`src/rtl/usart_tx_arbiter.sv`:
```
// Round-robin, packet-locked arbiter sharing one USART tx channel among NUM_REQ byte streams.
// Optional lock-break timeout is built only when USART_ARB_TIMEOUT_EN is defined.
module usart_tx_arbiter #(
    parameter int NUM_REQ        = 4,
    parameter int DATA_WIDTH     = 8,
    parameter int TIMEOUT_CYCLES = 1024
) (
    input  logic                          comm_clock,
    input  logic                          reset_n,
    input  logic [NUM_REQ-1:0]            req_valid,
    input  logic [NUM_REQ*DATA_WIDTH-1:0] req_data,
    input  logic [NUM_REQ-1:0]            req_last,
    output logic [NUM_REQ-1:0]            req_ready,
    output logic [DATA_WIDTH-1:0]         tx_data,
    output logic                          tx_valid,
    input  logic                          tx_ready,
    output logic [NUM_REQ-1:0]            grant,
    output logic                          busy,
    output logic                          timeout_pulse
);
    localparam int PTR_W = $clog2(NUM_REQ);

    if (NUM_REQ < 2 || NUM_REQ > 8 || TIMEOUT_CYCLES < 1) begin : g_bad_cfg
        $error("usart_tx_arbiter: parameter out of range");
    end

    typedef enum logic {IDLE, LOCKED} state_t;

    state_t                  state;
    logic [PTR_W-1:0]        rr_ptr;
    logic [PTR_W-1:0]        owner;
    logic [PTR_W-1:0]        pick;
    logic [PTR_W-1:0]        cand;
    logic [PTR_W-1:0]        next_ptr;
    logic                    pick_found;
    logic                    xfer;
    logic [DATA_WIDTH-1:0]   data_arr [NUM_REQ];

    for (genvar i = 0; i < NUM_REQ; i++) begin : g_unpack
        assign data_arr[i] = req_data[i*DATA_WIDTH +: DATA_WIDTH];
    end

    // First requesting index scanning rr_ptr, rr_ptr+1, ... modulo NUM_REQ.
    always_comb begin
        // NOTE: every variable gets a default before any branch, so no latch can be inferred.
        pick       = '0;
        cand       = '0;
        pick_found = 1'b0;
        for (int k = 0; k < NUM_REQ; k++) begin
            cand = PTR_W'((int'(rr_ptr) + k) % NUM_REQ);
            if (!pick_found && req_valid[cand]) begin
                pick       = cand;
                pick_found = 1'b1;
            end
        end
    end

    // Unbuffered passthrough from the lock owner.
    always_comb begin
        tx_valid  = 1'b0;
        tx_data   = '0;
        req_ready = '0;
        if (state == LOCKED) begin
            tx_valid         = req_valid[owner];
            tx_data          = data_arr[owner];
            req_ready[owner] = tx_ready;
        end
    end

    assign xfer     = (state == LOCKED) && tx_valid && tx_ready;
    assign next_ptr = (owner == PTR_W'(NUM_REQ - 1)) ? '0 : owner + PTR_W'(1);
    assign busy     = (state == LOCKED);

`ifdef USART_ARB_TIMEOUT_EN
    localparam int CNT_W = $clog2(TIMEOUT_CYCLES + 1);
    logic [CNT_W-1:0] stall_cnt;
`else
    assign timeout_pulse = 1'b0;
`endif

    // NOTE: state registers use non-blocking assignments so every flop samples pre-edge values.
    always_ff @(posedge comm_clock or negedge reset_n) begin
        if (!reset_n) begin
            state  <= IDLE;
            grant  <= '0;
            rr_ptr <= '0;
            owner  <= '0;
`ifdef USART_ARB_TIMEOUT_EN
            stall_cnt     <= '0;
            timeout_pulse <= 1'b0;
`endif
        end else begin
`ifdef USART_ARB_TIMEOUT_EN
            timeout_pulse <= 1'b0;
`endif
            if (state == IDLE) begin
                if (pick_found) begin
                    state <= LOCKED;
                    owner <= pick;
                    grant <= NUM_REQ'(1) << pick;
`ifdef USART_ARB_TIMEOUT_EN
                    stall_cnt <= '0;
`endif
                end
            end else begin
                if (xfer && req_last[owner]) begin
                    state  <= IDLE;
                    grant  <= '0;
                    rr_ptr <= next_ptr;
                end
`ifdef USART_ARB_TIMEOUT_EN
                // A transfer always wins over an expiring stall count.
                if (xfer) begin
                    stall_cnt <= '0;
                end else if (stall_cnt == CNT_W'(TIMEOUT_CYCLES - 1)) begin
                    state         <= IDLE;
                    grant         <= '0;
                    rr_ptr        <= next_ptr;
                    stall_cnt     <= '0;
                    timeout_pulse <= 1'b1;
                end else begin
                    stall_cnt <= stall_cnt + CNT_W'(1);
                end
`endif
            end
        end
    end

endmodule
```
`config.mk`:
```
export PLATFORM = sky130hd
export DESIGN_NAME = usart_tx_arbiter
export DESIGN_NICKNAME = d
export VERILOG_FILES = /design/src/rtl/usart_tx_arbiter.sv
export SDC_FILE = /design/constraint.sdc
export NUM_CORES = 1
export LEC_CHECK = 0
export ABC_AREA = 1
export ABC_CLOCK_PERIOD_IN_PS = 3850
export CAP_MARGIN = 5
export CORE_MARGIN = 2
export CORE_UTILIZATION = 42
export DETAILED_ROUTE_END_ITERATION = 16
export PLACE_DENSITY = 0.86
export SLEW_MARGIN = 20
export SYNTH_ARGS = -nofsm -noshare
export SYNTH_HDL_FRONTEND = slang
export SYNTH_SLANG_ARGS = --single-unit
```
`constraint.sdc`:
```
create_clock -name comm_clock -period 3.85 [get_ports comm_clock]
set_clock_uncertainty 0.1 [all_clocks]
set_input_delay 0.77 -clock comm_clock [delete_from_list [all_inputs] [get_ports comm_clock]]
set_output_delay 0.77 -clock comm_clock [all_outputs]
set_load 0.01 [all_outputs]
```
After elaboration in Yosys (flattened, before gate mapping)
Index checks and enable logic that the tools add are counted.
{"block": "totals", "regBits": 9, "inputBits": 43, "output_inout_bits": 19, "word_cells": 70}
{"block": "classes", "add_sub_neg": 4, "magnitude_cmp": 7, "eq_ne": 2, "n_shift": 1, "n_mux": 35, "bitwise": 3, "n_reduce_logical": 14}
{"cell": "$mux 8", "count": 3}
{"cell": "$bmux 8 s2", "count": 1}
{"cell": "$mux 4", "count": 4}
{"cell": "$lt 2x3->1 const B", "count": 5}
{"cell": "$mux 1", "count": 15}
{"cell": "$bmux 1 s2", "count": 6}
{"cell": "$mux 2", "count": 5}
{"cell": "$logic_and 1x1->1", "count": 7}
{"cell": "$reduce_and 2->1", "count": 3}
{"cell": "$add 2x1->2 const B", "count": 2}
{"cell": "$add 2x2->2 const B", "count": 2}
{"cell": "$and 4x4->4", "count": 1}
{"cell": "$shl 1x2->4 const A", "count": 1}
{"cell": "$ge 3x3->1 const B", "count": 1}
{"cell": "$logic_not 1->1", "count": 3}
{"cell": "$not 2->3", "count": 1}
{"cell": "$demux 1 s2", "count": 1}
{"cell": "$eq 2x2->1 const B", "count": 1}
{"cell": "$ge 2x1->1 const B", "count": 1}
{"cell": "$ne 2x1->1 const B", "count": 1}
{"cell": "$reduce_bool 2->1", "count": 1}
{"cell": "$not 1->1", "count": 1}

Depth between registers and ports, before layout
{"block": "logic_depth", "ltp_word": 15, "depth_mapped": 14, "ltp_nobuf": 13}

Least setup slack after synthesis
OpenSTA, ideal clock, no wires.
{"block": "synth_timing", "path_kind": "reg2out", "start": "register owner[0]", "end": "output req_ready[0]", "arrival_ps": 1280, "slack_ps": 1700, "path_stages_with_launch": 7, "n_path_buf": 2, "path_cell_list": "dfrtp_1 -> buf_2 -> inv_2 -> clkbuf_1 -> ha_1 -> inv_1 -> nor2_1"}
{"block": "synth_via", "elab_chain_cells": 6, "elab_cells_between_ends": 7, "cone_classes": "order compare (2); mux (3); bitwise (1); reduce/logical (1)"}
{"element": "from (decl)", "line": "31", "rtl": "logic [PTR_W-1:0] owner;"}
{"element": "from (signal assigned)", "line": "99", "rtl": "owner <= pick;"}
{"element": "$lt 2x3->1 (not written as such) or $ge 2x1->1 (tied branches)", "line": "66", "rtl": "req_ready[owner] = tx_ready;"}
{"element": "$logic_and 1x1->1 (not written as such)", "line": "66"}
{"element": "$mux 1 (not written as such)", "line": "66"}
{"element": "$demux 1 s2 (*)", "line": "66"}
{"element": "$and 4x4->4 (no source line) (*)"}
{"element": "$mux 4 (*)", "line": "63", "rtl": "if (state == LOCKED) begin"}
{"element": "to (decl)", "line": "13", "rtl": "output logic [NUM_REQ-1:0] req_ready,"}
Mark *: on every way between the ends. The rest lies on a longest branch, timed or not.

Final worst setup path
{"block": "layout_timing", "start": "register owner[1]", "end": "output tx_data[4]"}
{"block": "layout_via", "elab_chain_cells": 5}
{"element": "$not 2->3 (not written as such)", "line": "65", "rtl": "tx_data = data_arr[owner];"}
{"element": "$bmux 8 s2", "line": "65"}
{"element": "$mux 8 (not written as such) (2 in series)", "line": "65"}
{"element": "$mux 8", "line": "63"}
{"element": "to (decl)", "line": "14", "rtl": "output logic [DATA_WIDTH-1:0] tx_data,"}
No other way between the ends. The select of a mux whose other input is x is not followed.

==> metrics.md <==
| Metric | Value |
|---|---|
| Clock-pin slew on the worst setup and hold paths | 0.06 ns |
| Status | finished clean |
| WP buf/inv | 2 |
| DRT antenna net count | 0 |
| # fillers | 220 |
| Critical path class | flop to primary output |
| Register-to-Register Path Depth | 9 |
| HPWL Detailed | 2409 um |
| Syn_area_per_cell | 5.819 um2 |
| Top-count cell post-synth | nand2_1 |
| Die height | 55.58 um |
| Ys async rst share | 1.000 |
| Largest net degree at the start of global routing | 28 |
| Reg2reg start | owner[0]$_DFFE_PN0P_ |
| Diodes inserted | 0 |
| Crit-path cells | clkinv_1 > nor2_1 > o21ai_0 > a21oi_1 > clkdlybuf4s50_1 |
| Hold_ws | 0.3800 ns |
| Crit path max fanout | 15 |
| Die outline width | 55.58 um |
| Setup WS pre-CTS | 0.6982 ns |
| Num ports | 62 |
| Worst Tran Pin Value | 0.8404 ns |
| Dpl cells | 274 |
| Period utilization | 0.8498 |
| Vias in the first global route | 1217 |
| FF-to-FF setup slack | 1.70 ns |
| Max_slew headroom | 0.4397 |
| Final Net Count | 296 |
| Max-Cap Viols | 0 |
| Fin worst setup slack | 0.5785 ns |
| Number of antenna violations at the first check in global routing | 0 |
| Skew-Pair Late Insertion Delay | 0.26 ns |
| Root Driver | clkbuf_4 |
| Top cell type by total area after synthesis | dfrtp_1 |
| RSZ-0062 raised after global routing | false |
| Ratio of cells with drive above 1 in the final layout | 0.09677 |
| Area growth, synth to finish | 54.65% |
| Total Neg Setup Slack | 0 ns |
| Cts hold-fix bufs | 0 |
| Synth top area cells | dfrtp_1 20%, nand2_1 16%, nor2_1 13% |
| Routed via count | 1358 |
| Min-Delay Path Depth | 2 |
| Number of vias per cell | 4.885 |
| Final Setup Violations | 0 |
| Die area | 0.003089 mm2 |
| GR Overflow Total | 0 |
| HP Class | flop to flop |
| Crit path capture type | primary output |
| Post-Syn Nets | 239 |
| Drt initial violations | 73 |
| Worst path max stage delay | 0.67 ns |
| Post-synthesis sequential area ratio | 0.2016 |
| Avg WL per Cell | 11.65 um |
| Post-CTS setup buffer count | 0 |
| Hold Startpoint | grant[1]$_DFFE_PN0P_ |
| Row count | 18 |
| Seq cells post-synth | 9 |
| Final min period | 3.272 ns |
| Post-cts resize count | 0 |
| Number of synthesis warnings | 0 |
| H-Tree Level Count | 1 |
| Final WL | 3240 um |
| Crit path from | owner[1]$_DFFE_PN0P_ |
| Fmax achieved | 305.7 MHz |
| Max clock buf depth | 2 |
| Initial core utilization | 0.4469 |
| Post-synth EDFFs | 0 |
| Min-Delay Endpoint | grant[1]$_DFFE_PN0P_ |
| CP max stage cell | dfrtp_1 |
| CTS tree | done |
| Mapped Area | 0.001117 mm2 |
| Commonest cells in the netlist | 47 x nand2_1, 39 x nor2_1, 21 x o21ai_0 |
| Crit path launch type | flop |
| Worst Path Arrival | 2.40 ns |
| First drt pass iteration count | 5 |
| Data required, critical path | 2.98 ns |
| Fin cells | 278 |
| VDD IR max | 0.5388 mV |
| Final hold viol count | 0 |
| Slew Limit Fails | 0 |
| RR Endpoint | grant[2]$_DFFE_PN0P_ |
| First-pass GRT wire length | 5340 um |
| Post-synthesis cell count | 192 |
| Leakage power | 0.8019 nW |
| Total GRT Usage | 0.2084 |
| CTS buffer count | 3 |
| Main synth FF type | dfrtp_1 |
| Number of remaining DRC errors | 0 |
| Yosys cell types | 28 |
| Core Region | 0.002500 mm2 |
| CTS Sinks | 9 |
| Cell area power density | 709.3 mW/mm2 |
| Top Family by Delay on Critical Path | buffers and inverters |
| GPL Wtd Cong | 0.8395 |
| Yosys top cell area share | 0.2016 |
| IO Port Bufs | 60 |
==> per-layer routing <==
layer	vias to the layer above	wire length, um	global-route usage
met5	-	0	0
met4	0	34	0.05923
met3	5	153	0.02093
met2	40	1507	0.3486
met1	596	1545	0.2843
li1	717	-	-
==> flip-flops by register name, indices dropped and copies added (netlist names) <==
register and cells:
grant 4, owner 2, rr_ptr 2, busy 1
==> worst max path at each step <==
stage,depth (start not counted),end,slack [ns]
2_1_floorplan,6,req_ready[0],1.70
3_3_place_gp,6,tx_valid,0.74
3_5_place_dp,6,tx_valid,0.70
4_1_cts,5,tx_data[4],0.58
5_1_grt,5,tx_data[2],0.33
6_report,5,tx_data[4],0.58
==> where the power goes <==
group	internal, W	switching (W)	leakage [nW]	total, W
combinational	0.000414	0.000507	0.675	0.000922
sequential	0.000134	0.0000962	0.112	0.000230
clock	0.0000400	0.0000341	0.0150	0.0000741
total	0.000588	0.000638	0.802	0.00123
==> kinds of logic (layout without fill, tap and decap cells) <==
logic type / after synthesis / count (layout) / share of synthesized area
simple gates: 111 / 111 / 0.4446
compound gates: 38 / 38 / 0.1781
buf+inv: 29 / 85 / 0.1277
flops: 9 / 9 / 0.2016
fa+ha+maj: 4 / 4 / 0.04479
other cells: 1 / 1 / 0.003356
==> worst reg2reg max path, delay by kind of cell (launching register included) <==
| kind | cells | cell delay [ns] |
|---|---|---|
| AND/OR/NAND/NOR | 6 | 0.62 |
| AO/OA/AOI/OAI | 1 | 0.06 |
| flip-flops | 1 | 0.89 |
| buffers and inverters | 2 | 0.43 |
==> metrics by stage <==
stage            util  area (um2)  power [W]
2_1_floorplan       -        1117  0.0008350
6_report       0.6912        1728   0.001226
5_1_grt        0.6912        1728   0.001349
3_5_place_dp   0.6807        1702   0.001143
4_1_cts        0.6912        1728   0.001225
3_3_place_gp   0.6807        1702   0.001132
==> cell type report <==
class	count	area, um2	share of cell area
tap	30	37.54	0.02172
sequential	9	225.2	0.1303
inverter	21	88.84	0.05141
timing repair buffer	60	600.6	0.3476
clock buffer	4	26.28	0.01521
multi-input combinational	154	749.5	0.4337
==> layout by cell type, fill, tap and decap left out <==
| master | n |
|---|---|
| inv_1 | 15 |
| nand3_1 | 8 |
| a21oi_1 | 11 |
| nand2_4 | 1 |
| nand3_2 | 1 |
| clkbuf_1 | 1 |
| nand4_1 | 1 |
| o211ai_1 | 1 |
| nor2_4 | 1 |
| nand2_2 | 11 |
| and2_1 | 1 |
| clkinv_1 | 1 |
| inv_4 | 1 |
| clkdlybuf4s50_1 | 60 |
| inv_8 | 1 |
| dfrtp_1 | 9 |
| o21ai_0 | 21 |
| clkbuf_4 | 3 |
| ha_1 | 4 |
| nand2_1 | 47 |
| nor2_1 | 39 |
| conb_1 | 1 |
| inv_2 | 3 |
| o21a_1 | 1 |
| a21oi_2 | 1 |
| o21ai_1 | 3 |
| nor2_8 | 1 |
Power figures use the tool's default switching activity.
